**config.mk**
```make
export PLATFORM = sky130hd
export DESIGN_NAME = reg_file_sb
export DESIGN_NICKNAME = d
export VERILOG_FILES = /design/src/rtl/reg_file_sb.sv
export SDC_FILE = /design/constraint.sdc
export NUM_CORES = 2
export LEC_CHECK = 0
export ABC_AREA = 1
export ABC_CLOCK_PERIOD_IN_PS = 4200
export BUFFER_PORTS_ARGS = -buffer_cell sky130_fd_sc_hd__clkbuf_2
export CELL_PAD_IN_SITES_DETAIL_PLACEMENT = 1
export CELL_PAD_IN_SITES_GLOBAL_PLACEMENT = 2
export CORE_UTILIZATION = 38
export DETAILED_ROUTE_END_ITERATION = 6
export HOLD_SLACK_MARGIN = 0.03
export PLACE_DENSITY_LB_ADDON = 0.08
export SYNTH_ARGS = -nofsm -noshare
export SYNTH_HDL_FRONTEND = slang
export SYNTH_SLANG_ARGS = --single-unit
export TNS_END_PERCENT = 5
```
**constraint.sdc**
```tcl
create_clock -name i_clk -period 4.2 [get_ports i_clk]
set_clock_uncertainty 0.05 [all_clocks]
set_input_delay 0 -clock i_clk [delete_from_list [all_inputs] [get_ports i_clk]]
set_output_delay 0 -clock i_clk [all_outputs]
set_load 0.03 [all_outputs]
```
**src/rtl/reg_file_sb.sv**
```systemverilog
// -----------------------------------------------------------------------------
// reg_file_sb
//
// Parametrised register file for the pipelined MIPS core: a DATA_W x 2^ADDR_W
// array with two combinational read ports and one synchronous write port. A
// per-register pending bit (scoreboard) tracks in-flight producers so that
// decode can detect read-after-write hazards.
//
// Parameters
//   DATA_W    register width in bits
//   ADDR_W    address width, depth = 2^ADDR_W
//   ZERO_REG  1: entry 0 reads as 0 and ignores writes and claims
//   BYPASS    1: same-cycle write data is forwarded to the read ports
//
// Ports
//   i_clk         clock, all state updates on the rising edge
//   i_rst_n       synchronous active-low reset (clears mem and pend)
//   i_raddr1/2    read addresses
//   o_rdata1/2    read data (combinational)
//   o_busy1/2     addressed register has an outstanding producer
//   i_we          write enable (writeback stage)
//   i_waddr       write address
//   i_wdata       write data
//   i_claim       mark i_claim_addr as pending (issue stage)
//   i_claim_addr  destination address being claimed
//
// There is no handshake and no back-pressure; stall generation from the busy
// outputs is left to the pipeline control.
// -----------------------------------------------------------------------------
module reg_file_sb #(
    parameter int unsigned DATA_W   = 32,
    parameter int unsigned ADDR_W   = 5,
    parameter bit          ZERO_REG = 1'b1,
    parameter bit          BYPASS   = 1'b1
) (
    input  logic              i_clk,
    input  logic              i_rst_n,
    input  logic [ADDR_W-1:0] i_raddr1,
    input  logic [ADDR_W-1:0] i_raddr2,
    output logic [DATA_W-1:0] o_rdata1,
    output logic [DATA_W-1:0] o_rdata2,
    output logic              o_busy1,
    output logic              o_busy2,
    input  logic              i_we,
    input  logic [ADDR_W-1:0] i_waddr,
    input  logic [DATA_W-1:0] i_wdata,
    input  logic              i_claim,
    input  logic [ADDR_W-1:0] i_claim_addr
);

    localparam int DEPTH = 1 << ADDR_W;

    logic [DATA_W-1:0] mem_q [DEPTH];
    logic [DEPTH-1:0]  pend_q;
    logic [DEPTH-1:0]  pend_d;

    logic wr_ok;
    logic claim_ok;
    logic zero1, zero2;
    logic byp1, byp2;

    // Writes and claims aimed at the hardwired zero entry are dropped here, so
    // mem_q[0] and pend_q[0] stay at their reset value of 0.
    assign wr_ok    = i_we    && !(ZERO_REG && (i_waddr == '0));
    assign claim_ok = i_claim && !(ZERO_REG && (i_claim_addr == '0));

    // Write clears the pending bit first, then a claim sets it: when both hit
    // the same register the claim wins because a newer producer was issued.
    always_comb begin
        pend_d = pend_q;
        if (wr_ok) begin
            pend_d[i_waddr] = 1'b0;
        end
        if (claim_ok) begin
            pend_d[i_claim_addr] = 1'b1;
        end
    end

    always_ff @(posedge i_clk) begin
        if (!i_rst_n) begin
            for (int i = 0; i < DEPTH; i++) begin
                mem_q[i] <= '0;
            end
            pend_q <= '0;
        end else begin
            if (wr_ok) begin
                mem_q[i_waddr] <= i_wdata;
            end
            pend_q <= pend_d;
        end
    end

    // Read side. Bypass is suppressed during reset because the write it would
    // forward is going to be discarded at the edge.
    assign zero1 = ZERO_REG && (i_raddr1 == '0);
    assign zero2 = ZERO_REG && (i_raddr2 == '0);
    assign byp1  = BYPASS && i_rst_n && i_we && (i_waddr == i_raddr1) && !zero1;
    assign byp2  = BYPASS && i_rst_n && i_we && (i_waddr == i_raddr2) && !zero2;

    always_comb begin
        o_rdata1 = mem_q[i_raddr1];
        o_busy1  = pend_q[i_raddr1];
        if (zero1) begin
            o_rdata1 = '0;
            o_busy1  = 1'b0;
        end else if (byp1) begin
            // The producer is completing this cycle, so the hazard is resolved.
            o_rdata1 = i_wdata;
            o_busy1  = 1'b0;
        end
    end

    always_comb begin
        o_rdata2 = mem_q[i_raddr2];
        o_busy2  = pend_q[i_raddr2];
        if (zero2) begin
            o_rdata2 = '0;
            o_busy2  = 1'b0;
        end else if (byp2) begin
            o_rdata2 = i_wdata;
            o_busy2  = 1'b0;
        end
    end

endmodule
```
==> results.py <==
metrics = {
    "outcome": {
        "status": "completed",
    },
    "detailed_routing": {
        "vias": 58950,
        "post-route-drc-count": 0,
        "routed_wl_mm": 299.1,
        "wl_per_cell_um": 29.44,
        "vias_per_cell": 5.804,
        "dr.pass1.iters": 5,
        "route.antenna.remaining_nets": 0,
        "drtIter0Drc": 5737,
    },
    "critical_path": {
        "r2r_slack_ns": 2.96,
        "cp_max_fo": 61,
        "reg2reg_from": "pend_q[2]",
        "crit_type": "input port to output pin",
        "setup.worst_path.end_class": "output pin",
        "startpoint_type": "input port",
        "crit_arrival_ns": 3.17,
        "crit_required_ns": 4.15,
        "cp-startpoint": "i_raddr1[0]",
    },
    "global_routing": {
        "grt_max_degree": 137,
        "grt_overflow": 0,
        "grt_pass1_vias": 59060,
        "grt_usage": 0.3640,
        "grt_pass1_wl_mm": 423.6,
        "antenna_found_initial": 11,
    },
    "floorplan": {
        "die-height_um": 403.0,
        "core_area_sq_um": 158900,
        "initial_core_util": 0.3845,
        "ios": 122,
        "die-area_sq_um": 162400,
        "die_w_um": 403.0,
        "std_cell_rows": 146,
    },
    "flow_run": {
        "cap_violations": 0,
    },
    "timing": {
        "tightest_slew_ns": 1.216,
        "clock.fmax_mhz": 310.9,
        "relSlewSlack": 0.1892,
        "post-route-min-period_ns": 3.216,
        "setup_viol": 0,
        "rsz0062_at_grt": "false",
        "finalCritPeriodShare": 0.7658,
        "finalHoldViolCount": 0,
        "setup_tns_ns": 0,
        "final-max-slew-violation-count": 0,
    },
    "yosys": {
        "synth_top_area_cell": "edfxtp_1",
        "ys.flop_type": "edfxtp_1",
        "yosys.cell_types.count": 33,
        "async_reset_ff_frac": 0,
        "yosysWarnings": 0,
        "syn-cell-area_sq_um": 61100,
        "yosysSeqAreaShare": 0.5137,
        "ys_ff_latch": 1056,
        "syn_inst": 8083,
        "syn_avg_cell_area_sq_um": 7.559,
        "synth_top_area_share": 0.5033,
        "post_synth_main_area_contributors": "edfxtp_1, nand2_1, nand3_1, nor2_1, inv_1",
        "synth_edf_count": 1024,
    },
    "finish": {
        "nFillCells": 19280,
        "utilization": 0.4332,
        "finalNonFillerCells": 10160,
        "drive_above_1_share": 0.09427,
        "area_growth_pct": 12.67,
        "num-nets-final": 8037,
        "stdcell_area_sq_um": 68840,
    },
    "power_and_ir_drop": {
        "p_leak_nw": 30.05,
        "p_per_area_nw_per_um2": 406.1,
        "total_power_mw": 27.95,
        "ir_drop_mv": 0.4198,
    },
    "placed_design": {
        "placed_cells": 9862,
        "place_hpwl_mm": 174.5,
        "place_congestion": 0.9162,
        "port_buffers": 121,
        "place_area_sq_um": 64220,
    },
    "clocking": {
        "cts_buffer_depth": 3,
        "cts_resized": 0,
        "cts_setup_buffers": 0,
        "htree_levels": 4,
        "cts_made_buffers": 135,
        "clock_latency_ns": 0.75,
        "cts_tree": "built",
        "cts.sinks": 1056,
        "root_buffer": "clkbuf_16",
        "clk_pin_slew_ns": 0.06,
    },
    "hold_path": {
        "hold_path.class": "input port to register",
        "min_from": "i_wdata[5]",
    },
}
-- final timing paths --
path | endpoint | cells after the start
hold / removal | mem_q[26][5] | 3
setup / recovery | o_rdata1[15] | 13
setup reg to reg | pend_q[2] | 3
hold reg to reg | pend_q[0] | 2
-- synthesized netlist by cell type, drive strengths merged (22+ instances only) --
cell type     n
nor2       1363
o211ai      132
nand2      2437
or2         160
a21oi        22
nand3      1410
inv         649
edfxtp     1024
clkbuf      382
dfxtp        32
buf         275
o21ai       157
-- registers in the layout (all words and copies together) (netlist names) --
signal and flops:
mem_q 1024, pend_q 32
-- through the flow --
step | setup slack (ns) | hold WS (ns)
2_1_floorplan | 0.7414 | 0.06570
3_3_place_gp | 1.076 | 0.2484
3_5_place_dp | 1.133 | 0.2542
4_1_cts | 1.120 | 0.04105
5_1_grt | 0.9804 | 0.1206
6_report | 0.9835 | 0.07907
-- power by group --
| part | leakage [nW] | internal (mW) | switching (mW) | total (mW) |
|---|---|---|---|---|
| Sequential | 10.0 | 12.1 | 0.289 | 12.4 |
| Clock | 2.00 | 6.31 | 4.85 | 11.2 |
| Combinational | 18.0 | 1.07 | 3.31 | 4.38 |
| Total | 30.0 | 19.5 | 8.44 | 28.0 |
-- placed cells by master (no fill, tap or decap), types with 6 or more instances in the layout --
cell type      netlist  final
a21oi_1             22     22
buf_12               0     46
buf_4                3    169
clkbuf_1           382     38
clkbuf_16            0    141
clkbuf_2             0    113
clkinv_1             1     34
clkinv_2             0     21
conb_1               1     32
dfxtp_1             32     32
dlygate4sd3_1        0     54
edfxtp_1          1024   1024
inv_1              638    622
inv_2               11     13
nand2_1           2435   2406
nand2_2              2     29
nand3_1           1400   1389
nand3_2              8     18
nor2_1            1360   1353
nor2_4               1      6
nor3_2               7      6
o211ai_1           132    132
o21ai_0            155    152
o22ai_1             13     13
or2_2              160    160
-- cell type report --
| cell class | count | area (sq um) | share of cell area |
|---|---|---|---|
| diodes | 2 | 5.005 | 0.00007270 |
| clock buffers | 182 | 3712 | 0.05393 |
| clock inverters | 57 | 366.6 | 0.005325 |
| inverters | 650 | 2477 | 0.03599 |
| multi-input cells | 5751 | 24930 | 0.3621 |
| flip-flops and latches | 1056 | 31390 | 0.4560 |
| well taps | 2072 | 2592 | 0.03766 |
| repair buffers | 387 | 3367 | 0.04891 |
-- routing by layer --
layer | vias up | global-route usage | share of wire
met5 | - | 0 | 0.00027
met4 | 12 | 0.2012 | 0.060
met3 | 652 | 0.05076 | 0.070
met2 | 2514 | 0.5895 | 0.46
met1 | 29920 | 0.4689 | 0.41
li1 | 25850 | - | -
-- what timing repair did --
item                       CTS  global route
hold buffers                54             0
hold endpoints to repair   931             0
setup endpoints to repair    0             0
-- cell families after synthesis --
kind of cell	after synthesis	synth area share
other	1	0.00006137
XOR/XNOR	2	0.0002867
AO/OA/AOI/OAI	329	0.03297
AND/OR/NAND/NOR	5388	0.3688
flip-flops	1056	0.5137
buffers and inverters	1307	0.08410
-- worst max-delay path, stage by stage --
cell	delay [ns]
buf_8	0.41
buf_4	0.70
nand2_1	0.12
nand3_1	0.11
nand2_1	0.06
nand2_1	0.07
nand2_1	0.16
nand2_1	0.10
nand2_1	0.06
nor2_1	0.71
nor2_1	0.11
nor2_1	0.14
clkbuf_2	0.22
(Power assumes the default switching activity.)
